[config.mk]
export PLATFORM = sky130hd
export DESIGN_NAME = fetch_redirect_unit_flat
export DESIGN_NICKNAME = d
export VERILOG_FILES = /design/src/rtl/fetch_redirect_unit_if.sv /design/src/rtl/fetch_redirect_unit.sv /design/src/flat_wrapper.sv
export SDC_FILE = /design/constraint.sdc
export NUM_CORES = 1
export LEC_CHECK = 0
export ABC_AREA = 1
export BUFFER_PORTS_ARGS = -buffer_cell sky130_fd_sc_hd__buf_2
export CORE_ASPECT_RATIO = 1.25
export CORE_UTILIZATION = 40
export CTS_CLUSTER_DIAMETER = 60
export CTS_CLUSTER_SIZE = 25
export DETAILED_ROUTE_END_ITERATION = 7
export HOLD_SLACK_MARGIN = 0.03
export MAX_ROUTING_LAYER = met4
export PLACE_DENSITY = 0.68
export SYNTH_ARGS = -nofsm -noshare
export SYNTH_HDL_FRONTEND = slang
export SYNTH_SLANG_ARGS = --single-unit
[constraint.sdc]
create_clock -name clk -period 1.5 [get_ports clk]
set_input_delay 0.075 -clock clk [delete_from_list [all_inputs] [get_ports clk]]
set_output_delay 0.075 -clock clk [all_outputs]
set_load 0.1 [all_outputs]
[src/rtl/fetch_redirect_unit_if.sv]
// Fetch front-end bus bundle.
// Groups the branch-redirect controls, the instruction-memory address/data
// pair and the IF/ID register outputs of fetch_redirect_unit.
//   master : the fetch unit (drives imem_addr and the IF/ID/status outputs)
//   slave  : the surrounding pipeline / memory model (drives controls, imem_data)
interface fetch_redirect_unit_if #(
    parameter int CNT_W = 16
);
    logic              stall;
    logic              taken;
    logic              flush;
    logic [15:0]       target_address;
    logic [15:0]       imem_addr;
    logic [31:0]       imem_data;
    logic [31:0]       ifid_instr;
    logic [15:0]       ifid_pc;
    logic              ifid_valid;
    logic              halted;
    logic [CNT_W-1:0]  redirect_count;

    modport master (
        input  stall, taken, flush, target_address, imem_data,
        output imem_addr, ifid_instr, ifid_pc, ifid_valid, halted, redirect_count
    );

    modport slave (
        output stall, taken, flush, target_address, imem_data,
        input  imem_addr, ifid_instr, ifid_pc, ifid_valid, halted, redirect_count
    );
endinterface

[src/rtl/fetch_redirect_unit.sv]
// Instruction-fetch front end.
// Owns the PC, presents it as the instruction-memory address, and registers
// the fetched word into IF/ID one cycle later. A resolved taken branch loads
// the target and squashes IF/ID; flush alone only squashes. Stall freezes
// PC and IF/ID. Fetching HALT_WORD parks the PC until a taken redirect.
// Ports:
//   clk    : rising-edge clock
//   reset  : synchronous, active-high
//   bus    : fetch_redirect_unit_if.master
//            in : stall, taken, flush, target_address, imem_data
//            out: imem_addr, ifid_instr, ifid_pc, ifid_valid, halted,
//                 redirect_count (saturating count of taken redirects)
module fetch_redirect_unit #(
    parameter logic [15:0] RESET_PC  = 16'h0000,
    parameter logic [15:0] PC_STEP   = 16'd4,
    parameter logic [31:0] HALT_WORD = 32'h0000_0000,
    parameter int          CNT_W     = 16
) (
    input  logic                  clk,
    input  logic                  reset,
    fetch_redirect_unit_if.master bus
);

    typedef enum logic {RUN, HALTED} state_t;

    state_t            state;
    logic [15:0]       pc_p0;
    logic [31:0]       instr_p1;
    logic [15:0]       pc_p1;
    logic              vld_p1;
    logic [CNT_W-1:0]  redir_cnt;

    function automatic logic [CNT_W-1:0] sat_inc(input logic [CNT_W-1:0] v);
        return (&v) ? v : v + {{(CNT_W-1){1'b0}}, 1'b1};
    endfunction

    // IF stage: PC drives the memory address directly
    assign bus.imem_addr = pc_p0;

    // IF/ID boundary
    always_ff @(posedge clk) begin
        if (reset) begin
            state     <= RUN;
            pc_p0     <= RESET_PC;
            instr_p1  <= '0;
            pc_p1     <= '0;
            vld_p1    <= 1'b0;
            redir_cnt <= '0;
        end else if (bus.taken) begin
            // Redirect wins over stall and halt; IF/ID data is left stale
            // because the cleared valid bit already marks it dead.
            pc_p0     <= bus.target_address;
            vld_p1    <= 1'b0;
            state     <= RUN;
            redir_cnt <= sat_inc(redir_cnt);
        end else if (bus.stall) begin
            if (bus.flush) begin
                vld_p1 <= 1'b0;
            end
        end else if (state == HALTED) begin
            // The halt word was presented on the previous edge; never repeat it.
            vld_p1 <= 1'b0;
        end else begin
            instr_p1 <= bus.imem_data;
            pc_p1    <= pc_p0;
            vld_p1   <= !bus.flush;
            if (bus.imem_data == HALT_WORD) begin
                state <= HALTED;
            end else begin
                pc_p0 <= pc_p0 + PC_STEP;
            end
        end
    end

    assign bus.ifid_instr     = instr_p1;
    assign bus.ifid_pc        = pc_p1;
    assign bus.ifid_valid     = vld_p1;
    assign bus.halted         = (state == HALTED);
    assign bus.redirect_count = redir_cnt;

endmodule

[src/flat_wrapper.sv]
// flat-port wrapper written by rule: the top's interface ports become plain ports
module fetch_redirect_unit_flat 
#(
    parameter logic [15:0] RESET_PC  = 16'h0000,
    parameter logic [15:0] PC_STEP   = 16'd4,
    parameter logic [31:0] HALT_WORD = 32'h0000_0000,
    parameter int          CNT_W     = 16
)
  (clk, reset, bus_stall, bus_taken, bus_flush, bus_target_address, bus_imem_data, bus_imem_addr, bus_ifid_instr, bus_ifid_pc, bus_ifid_valid, bus_halted, bus_redirect_count);
  fetch_redirect_unit_if #(.CNT_W(CNT_W)) bus_i ();
  input  logic clk;
  input  logic reset;
  input wire logic [$bits(bus_i.stall)-1:0] bus_stall;
  input wire logic [$bits(bus_i.taken)-1:0] bus_taken;
  input wire logic [$bits(bus_i.flush)-1:0] bus_flush;
  input wire logic [$bits(bus_i.target_address)-1:0] bus_target_address;
  input wire logic [$bits(bus_i.imem_data)-1:0] bus_imem_data;
  output wire logic [$bits(bus_i.imem_addr)-1:0] bus_imem_addr;
  output wire logic [$bits(bus_i.ifid_instr)-1:0] bus_ifid_instr;
  output wire logic [$bits(bus_i.ifid_pc)-1:0] bus_ifid_pc;
  output wire logic [$bits(bus_i.ifid_valid)-1:0] bus_ifid_valid;
  output wire logic [$bits(bus_i.halted)-1:0] bus_halted;
  output wire logic [$bits(bus_i.redirect_count)-1:0] bus_redirect_count;
  assign bus_i.stall = bus_stall;
  assign bus_i.taken = bus_taken;
  assign bus_i.flush = bus_flush;
  assign bus_i.target_address = bus_target_address;
  assign bus_i.imem_data = bus_imem_data;
  assign bus_imem_addr = bus_i.imem_addr;
  assign bus_ifid_instr = bus_i.ifid_instr;
  assign bus_ifid_pc = bus_i.ifid_pc;
  assign bus_ifid_valid = bus_i.ifid_valid;
  assign bus_halted = bus_i.halted;
  assign bus_redirect_count = bus_i.redirect_count;
  fetch_redirect_unit #(.RESET_PC(RESET_PC), .PC_STEP(PC_STEP), .HALT_WORD(HALT_WORD), .CNT_W(CNT_W)) u_core (.clk(clk), .reset(reset), .bus(bus_i));
endmodule
* After elaboration in Yosys (flattened, before gate mapping)
Index checks and enable logic that the tools add are counted.
Word-level totals: bits in registers 82, output and inout port bits 82, logic and storage cells 32
Cells by class: add/subtract/negate cells 2, equal/unequal tests 4, muxes and demuxes 9, bitwise operators 4, reductions and logical operators 7
Operators by type and width (number):
- 16-bit two-way mux | 4
- 32-bit logical NOT | 1
- 16-bit by 1-bit adder with 16-bit output, second input constant | 1
- 16-bit by 3-bit adder with 16-bit output, second input constant | 1
- 16-bit AND reduction | 1
- 3-bit AND reduction | 2
- 1-bit two-way mux | 5
- 2-bit by 1-bit inequality test with 1-bit output, second input constant | 2
- 2-bit inequality test, second input constant | 2
- 1-bit NOT | 4
- 2-bit AND reduction | 1
- 2-bit OR reduction | 1
- 1-bit logical NOT | 1

* Depth between registers and ports, before layout
Gate-level depths: netlist of run 1.
word-level depth 5, gate-level depth with buffers 11, depth with buffers taken out 11

* Worst setup path after synthesis of run 1
OpenSTA, ideal clock, no wires.
path kind register -> register, from register u_core.redir_cnt[0], in the netlist u_core.bus.redirect_count[0], to register u_core.redir_cnt[11], in the netlist u_core.bus.redirect_count[11], arrival time 2.147 ns, setup slack -0.765 ns, stages on the path, launching flop included 10, cells stage by stage dfxtp_1 -> ha_1 -> nand3_1 -> nor2_1 -> nand2_1 -> nand2_2 -> inv_2 -> buf_6 -> a31oi_1 -> nor2_1
Between the ends: word-level cells in the longest chain between the ends 3
RTL lines:
- start, declared | RTL line fetch_redirect_unit.sv:31 | logic [CNT_W-1:0] redir_cnt;
- start signal, assigned | RTL line fetch_redirect_unit.sv:55 | redir_cnt <= sat_inc(redir_cnt);
- branches (longest 3 deep; another with 16-bit by 1-bit adder with 16-bit output)
Several ways; the timed one is not identified. A chain may end at the register's enable or synchronous reset.

* Final worst setup path of run 1
from input bus_imem_data[13], to register u_core.pc_p0[11], in the netlist u_core.bus.imem_addr[11]
Between the ends: word-level cells in the longest chain between the ends 3
RTL lines:
- start, declared | RTL line flat_wrapper.sv:17 | input wire logic [$bits(bus_i.imem_data)-1:0] bus_imem_data;
- 32-bit logical NOT | RTL line fetch_redirect_unit.sv:67 | if (bus.imem_data == HALT_WORD) begin
- 2-bit inequality test (no source line)
- 3-bit AND reduction (no source line)
- end signal, assigned | RTL line fetch_redirect_unit.sv:52 | pc_p0 <= bus.target_address;
- end signal, assigned | RTL line fetch_redirect_unit.sv:70 | pc_p0 <= pc_p0 + PC_STEP;
- end, declared | RTL line fetch_redirect_unit.sv:27 | logic [15:0] pc_p0;
Every way passes these cells.

==> results of run 1 <==
worst max path at each step:
stage | start | end | slack [ps] | cells after the start
5_1_grt | bus_imem_data[13] | u_core.bus.imem_addr[9] | 7 | 10
4_1_cts | bus_imem_data[13] | u_core.bus.imem_addr[11] | 10 | 11
2_1_floorplan | u_core.bus.redirect_count[1] | u_core.bus.redirect_count[11] | -80 | 9
6_report | bus_imem_data[13] | u_core.bus.imem_addr[11] | 60 | 10
3_3_place_gp | u_core.bus.redirect_count[0] | u_core.bus.redirect_count[8] | 80 | 9
3_5_place_dp | u_core.bus.redirect_count[0] | u_core.bus.redirect_count[8] | 70 | 9
per-stage QoR:
step	cells	hold WS, ps	cell area (um^2)
6_report	857	73.30	5490
5_1_grt	857	101.9	5490
4_1_cts	852	67.79	5386
3_5_place_dp	801	265.6	4740
3_3_place_gp	801	261.8	4740
2_1_floorplan	555	136.7	3896
power breakdown:
part | total (uW) | leakage (uW) | switching (uW) | internal (uW)
Clock | 2150 | 0.000149 | 913 | 1240
Sequential | 2370 | 0.000693 | 93.0 | 2270
Combinational | 1500 | 0.00171 | 1170 | 336
cell usage after synthesis:
cell type and n:
xor2_1 4, nand3b_1 1, nor3_2 1, o21ai_4 1, a31oi_1 1, dfxtp_1 82, or2_2 2, nor3b_1 4
nand3_1 41, buf_4 2, inv_1 30, nand2_2 1, ha_1 2, clkbuf_1 11, buf_1 1, nand2_1 117
a21oi_1 31, o21ba_2 1, nor2_1 128, o21ai_0 59, nor2_2 2, nor3_1 10, inv_2 1, buf_6 3
buf_2 10, nand4_1 9
worst max-delay path, stage by stage:
cell	delay, ps
dlygate4sd3_1	570
nor2_1	110
nand2_1	60
nor2_2	110
nand2_2	80
o21ai_4	240
nand2_2	120
buf_6	150
nand2_1	60
a21oi_1	60
cell families (layout without fill, tap and decap cells):
family,count (synthesis),in the layout
AO/OA/AOI/OAI,93,93
XOR/XNOR,4,4
adder cells (fa/ha/maj),2,2
buffers and inverters,58,237
flip-flops,82,82
AND/OR/NAND/NOR,316,316
cell type report:
| class | instances | share of cell area [%] |
|---|---|---|
| Multi-Input combinational cell | 415 | 35.60 |
| Sequential cell | 82 | 31.56 |
| Timing Repair Buffer | 190 | 22.42 |
| Clock buffer | 10 | 4.558 |
| Tap cell | 123 | 2.803 |
| Inverter | 31 | 2.211 |
| Clock inverter | 6 | 0.8432 |
metal layers:
metal  global-route usage (%)  part of all wire, %  vias to the layer above
li1                         -                    -                     2154
met2                    42.47                   50                      153
met3                    4.617                  5.7                       23
met1                    27.93                   42                     1950
met5                        -                    0                        -
met4                    9.562                  2.7                        0
registers in the layout, indices dropped and copies added, names as in the netlist:
signal and cells:
u_core.bus.halted 1, u_core.bus.ifid_instr 32, u_core.bus.ifid_pc 16, u_core.bus.ifid_valid 1, u_core.bus.imem_addr 16, u_core.bus.redirect_count 16
timing repair:
| item | 4_1_cts | 5_1_grt |
|---|---|---|
| resized for setup | 0 | 19 |
| endpoints found under the hold margin | 35 | 0 |
| buffers inserted | 0 | 4 |
| hold buffers | 35 | 0 |
| endpoints found under the setup margin | 0 | 23 |
==> impl_metrics.py, run 1 <==
metrics = {
    "outcome": {
        "status": "finished clean",
    },
    "clock_tree": {
        "cts.sinks": 82,
        "cts_tree": "yes",
        "cts_root_buffer": "clkbuf_16",
        "path_clk_slew_ps": 60,
        "cts_buffers": 9,
        "clockBufferDepth": 2,
        "htree_num_levels": 3,
        "clock_latency_ps": 340,
    },
    "synth": {
        "synthAdderAreaFrac_pct": 0.6664,
        "ys_warn_count": 0,
        "yosys.area.top_type_share_pct": 43.72,
        "ys_top_cells_by_area": "dfxtp_1 44%, nor2_1 13%, nand2_1 12%",
        "syn_inst": 555,
        "synthDistinctLibCells": 26,
        "ys_ff_latch": 82,
        "synth-simple-area-share_pct": 34.89,
        "syn_area_um2": 3755,
        "synth_compound_area_share_pct": 12.86,
        "avgSynthCellArea_um2": 6.765,
        "synthesis.nets": 610,
        "synthMuxAreaShare_pct": 0,
        "synth_top_family_by_area": "simple AND/OR/NAND/NOR gates",
        "synthXorXnorAreaFrac_pct": 0.9330,
        "synth_largest_area_cell": "dfxtp_1",
        "ys_seq_area_share_pct": 43.72,
    },
    "die": {
        "dieArea_um2": 9781,
        "start_util_pct": 41.15,
        "rows": 39,
        "die_y_um": 110.3,
        "coreArea_um2": 9125,
        "die_x_um": 88.66,
        "io_pins": 135,
    },
    "sta": {
        "period_share_pct": 95.94,
        "setup_tns_ps": 0,
        "fin_ws_ps": 60.83,
        "grt_setup_unrepaired": "false",
        "finalCriticalPeriod_ps": 1439,
        "fmaxAchievable_ghz": 0.6948,
        "relSlewSlack_pct": 66.42,
        "final_hold_viol_count": 0,
        "finalSetupViolCount": 0,
        "clock_skew_ps": 6.793,
        "maxSlewViolCount": 0,
        "worst_pin_slew_ps": 507.2,
    },
    "setup_path": {
        "r2r_slack_ps": 80,
        "worstSetupStartpointType": "primary input",
        "criticalPathCategory": "primary input to flip-flop",
        "critPathRequiredTime_ps": 1710,
        "reg2reg_to": "u_core.bus.redirect_count[4]",
        "worst_ep_arrival_time_ps": 1650,
        "crit_path_end_kind": "flip-flop",
        "rr_startpoint": "u_core.bus.redirect_count[1]",
        "critPathMaxFanout": 6,
        "worstRegToRegCells": 8,
    },
    "placement": {
        "place.gp.congestion": 0.8889,
        "port_buffers": 134,
        "dp_hpwl_um": 7750,
        "pre_cts_ws_ps": 67.93,
    },
    "cells_and_area": {
        "finish.utilization_pct": 60.17,
        "seq_area_um2": 1733,
        "layout-drive-gt1-share_pct": 30.65,
        "antenna_cells": 0,
        "syn2layout_area_growth_pct": 46.22,
        "final_cell_mix": "134 x buf_2, 125 x nor2_1, 115 x nand2_1, 58 x o21ai_0, 51 x dfxtp_1",
        "multi_input_area_um2": 1954,
        "fillCellCount": 864,
        "final_common_cell": "buf_2",
        "final_nets": 784,
    },
    "routing": {
        "first_pass_iters": 5,
        "finalWirelength_um": 11210,
        "vias_per_cell": 4.994,
        "detail-route-antenna-nets": 0,
        "drc": 0,
        "vias": 4280,
        "avgRoutedWirePerCell_um": 13.08,
        "drt_iter0_drc": 251,
    },
    "global_route": {
        "grt_max_degree": 40,
        "grt_pass1_wl_um": 18060,
        "track_usage_pct": 24.56,
        "grt_antenna_before_repair": 0,
        "overflow": 0,
        "first_global_vias": 3955,
    },
    "run": {
        "cap_violations": 0,
    },
    "hold_path": {
        "hold_path_class": "primary input to flip-flop",
        "holdPathStages": 5,
        "holdPathEnd": "u_core.bus.imem_addr[7]",
        "worstHoldStart": "bus_target_address[7]",
    },
    "pwr": {
        "p_leak_uw": 0.002556,
        "finalPower_uw": 6021,
        "pwr_density_cell_nw_per_um2": 1097,
        "vdd_drop_max_mv": 0.8421,
    },
}
No activity file was read; power rests on OpenSTA's default activity.
==> run 2: changes to the inputs <==
BUFFER_PORTS_ARGS = -buffer_cell sky130_fd_sc_hd__buf_4   (was -buffer_cell sky130_fd_sc_hd__buf_2)
==> run 2 against run 1 <==
- register-to-register slack about the same
- fmax grew 0.70%
- die area did not move
- largest power group unchanged
- critical path depth fell by 2
- cell count decreased by 0.93%
- highest routed layer unchanged
- critical endpoint is now u_core.bus.redirect_count[3]
- via count barely moved
- routed wire length rose by 1.8%
- non-clock buffer count is 9 lower
==> impl_metrics.py, run 2 (synthesis gave the netlist of run 1 again) <==
metrics = {
    "outcome": {
        "status": "finished clean",
    },
    "hold_path": {
        "holdPathEnd": "u_core.bus.ifid_valid",
        "hold_path_class": "primary input to flip-flop",
        "worstHoldStart": "bus_stall",
        "holdPathStages": 3,
    },
    "placement": {
        "post-place-cells": 801,
        "dp_hpwl_um": 7953,
        "port_buffers": 134,
        "place.gp.congestion": 0.9306,
        "place_area_um2": 5062,
    },
    "setup_path": {
        "crit_chain": "ha_4 > nand3_4 > nor2_4 > nand2_2 > nand2_4 > buf_6 > o21ai_0 > nor3b_2",
        "timing.critical_path.buf_inv": 1,
        "r2r_slack_ps": 70,
        "critPathMaxFanout": 8,
        "reg2reg_to": "u_core.bus.redirect_count[3]",
        "critical_path.max_stage_delay_ps": 390,
        "rr_startpoint": "u_core.bus.redirect_count[0]",
        "cp_top_family": "simple AND/OR/NAND/NOR gates",
        "worstRegToRegCells": 8,
        "crit_slowest_cell": "dfxtp_4",
        "criticalPathCategory": "flip-flop to flip-flop",
        "worst_ep_arrival_time_ps": 1640,
        "critPathRequiredTime_ps": 1710,
        "worstSetupStartpointType": "flip-flop",
        "crit_path_end_kind": "flip-flop",
    },
    "sta": {
        "whs_ps": 58.41,
        "grt_setup_unrepaired": "true",
        "relSlewSlack_pct": 72.89,
        "worst_pin_slew_ps": 403.6,
        "finalCriticalPeriod_ps": 1429,
        "clock_skew_ps": 6.122,
        "final_hold_viol_count": 0,
        "maxSlewViolCount": 0,
        "fmaxAchievable_ghz": 0.6997,
        "period_share_pct": 95.28,
        "finalSetupViolCount": 0,
        "setup_tns_ps": 0,
    },
    "pwr": {
        "p_leak_uw": 0.002576,
        "vdd_drop_max_mv": 0.6992,
        "pwr_density_cell_nw_per_um2": 1052,
    },
    "routing": {
        "avgRoutedWirePerCell_um": 13.45,
        "first_pass_iters": 4,
        "detail-route-antenna-nets": 0,
        "drc": 0,
        "vias": 4277,
        "drt_iter0_drc": 239,
        "vias_per_cell": 5.038,
        "finalWirelength_um": 11420,
    },
    "cells_and_area": {
        "final_common_cell": "buf_4",
        "antenna_cells": 0,
        "seq_area_um2": 1733,
        "layout-drive-gt1-share_pct": 31.13,
        "layout.cells.non_filler": 849,
        "finish.utilization_pct": 63.33,
        "syn2layout_area_growth_pct": 53.92,
        "design_area_um2": 5779,
        "final_nets": 776,
        "largest_reg_flops": 32,
        "multi_input_area_um2": 1984,
        "final_cell_mix": "139 x buf_4, 120 x nor2_1, 110 x nand2_1, 58 x o21ai_0, 51 x dfxtp_1",
        "fillCellCount": 827,
    },
    "die": {
        "start_util_pct": 41.15,
        "die_x_um": 88.66,
        "coreArea_um2": 9125,
        "io_pins": 135,
        "rows": 39,
        "die_y_um": 110.3,
        "dieArea_um2": 9781,
    },
    "run": {
        "cap_violations": 0,
    },
    "clock_tree": {
        "clockBufferDepth": 2,
        "cts.sinks": 82,
        "clock_latency_ps": 340,
        "cts_root_buffer": "clkbuf_16",
        "cts_tree": "yes",
        "htree_num_levels": 3,
        "path_clk_slew_ps": 60,
        "cts_buffers": 9,
    },
    "global_route": {
        "overflow": 0,
        "grt_max_degree": 59,
        "grt_antenna_before_repair": 0,
        "first_global_vias": 4233,
        "grt_pass1_wl_um": 18890,
        "track_usage_pct": 25.77,
    },
}
==> run 2: worst max path at each step <==
stage / depth (start not counted) / slack, ps / end / start
floorplan: 9 / -80 / u_core.bus.redirect_count[11] / u_core.bus.redirect_count[1]
global placement: 9 / 80 / u_core.bus.redirect_count[8] / u_core.bus.redirect_count[0]
detailed placement: 9 / 50 / u_core.bus.redirect_count[8] / u_core.bus.redirect_count[0]
CTS: 11 / 1 / u_core.bus.imem_addr[4] / bus_imem_data[27]
global route: 9 / -10 / u_core.bus.imem_addr[10] / u_core.bus.imem_addr[2]
finish: 8 / 70 / u_core.bus.redirect_count[3] / u_core.bus.redirect_count[0]
==> run 2: per-stage QoR <==
step	setup WS [ps]	total power (uW)
6_report	70.84	6079
5_1_grt	-13.69	6322
4_1_cts	1.498	6118
3_5_place_dp	48.26	3934
3_3_place_gp	82.74	3918
2_1_floorplan	-77.53	3515
==> run 2: where the power goes <==
group / switching [uW] / total (uW) / leakage (uW) / internal (uW)
Clock: 882 / 2110 / 0.000146 / 1230
Combinational: 1170 / 1600 / 0.00174 / 422
Sequential: 98.8 / 2370 / 0.000693 / 2270
Total: 2150 / 6080 / 0.00258 / 3920
==> run 2: cell type report <==
| class | instances | share of cell area [%] |
|---|---|---|
| tap | 123 | 2.663 |
| sequential | 82 | 29.98 |
| multi-input combinational | 415 | 34.34 |
| clock inverter | 5 | 0.5629 |
| inverter | 31 | 2.143 |
| timing repair buffer | 181 | 25.83 |
| timing repair inverter | 1 | 0.08660 |
| clock buffer | 11 | 4.395 |
==> run 2: worst min-delay path, delay by kind of cell <==
kind,cells,cell delay [ps]
AOI/OAI and AO/OA,1,60
buffers and inverters,1,100
and+or+nand+nor,1,110
==> run 2: metal layers <==
metal,wire length [um],vias to the layer above,part of all wire (%),track usage [%]
met1,4665,1971,41,27.75
met5,0,-,0,-
met2,5750,144,50,43.74
met3,644,31,5.6,6.850
met4,356,0,3.1,12.44
li1,-,2131,-,-
==> run 2: repair_timing <==
| action | 4_1_cts | 5_1_grt |
|---|---|---|
| setup buffers | 0 | 2 |
| endpoints found under the hold margin | 35 | 0 |
| setup endpoints to repair | 0 | 25 |
| gates resized for setup | 0 | 35 |
| hold buffers | 35 | 0 |
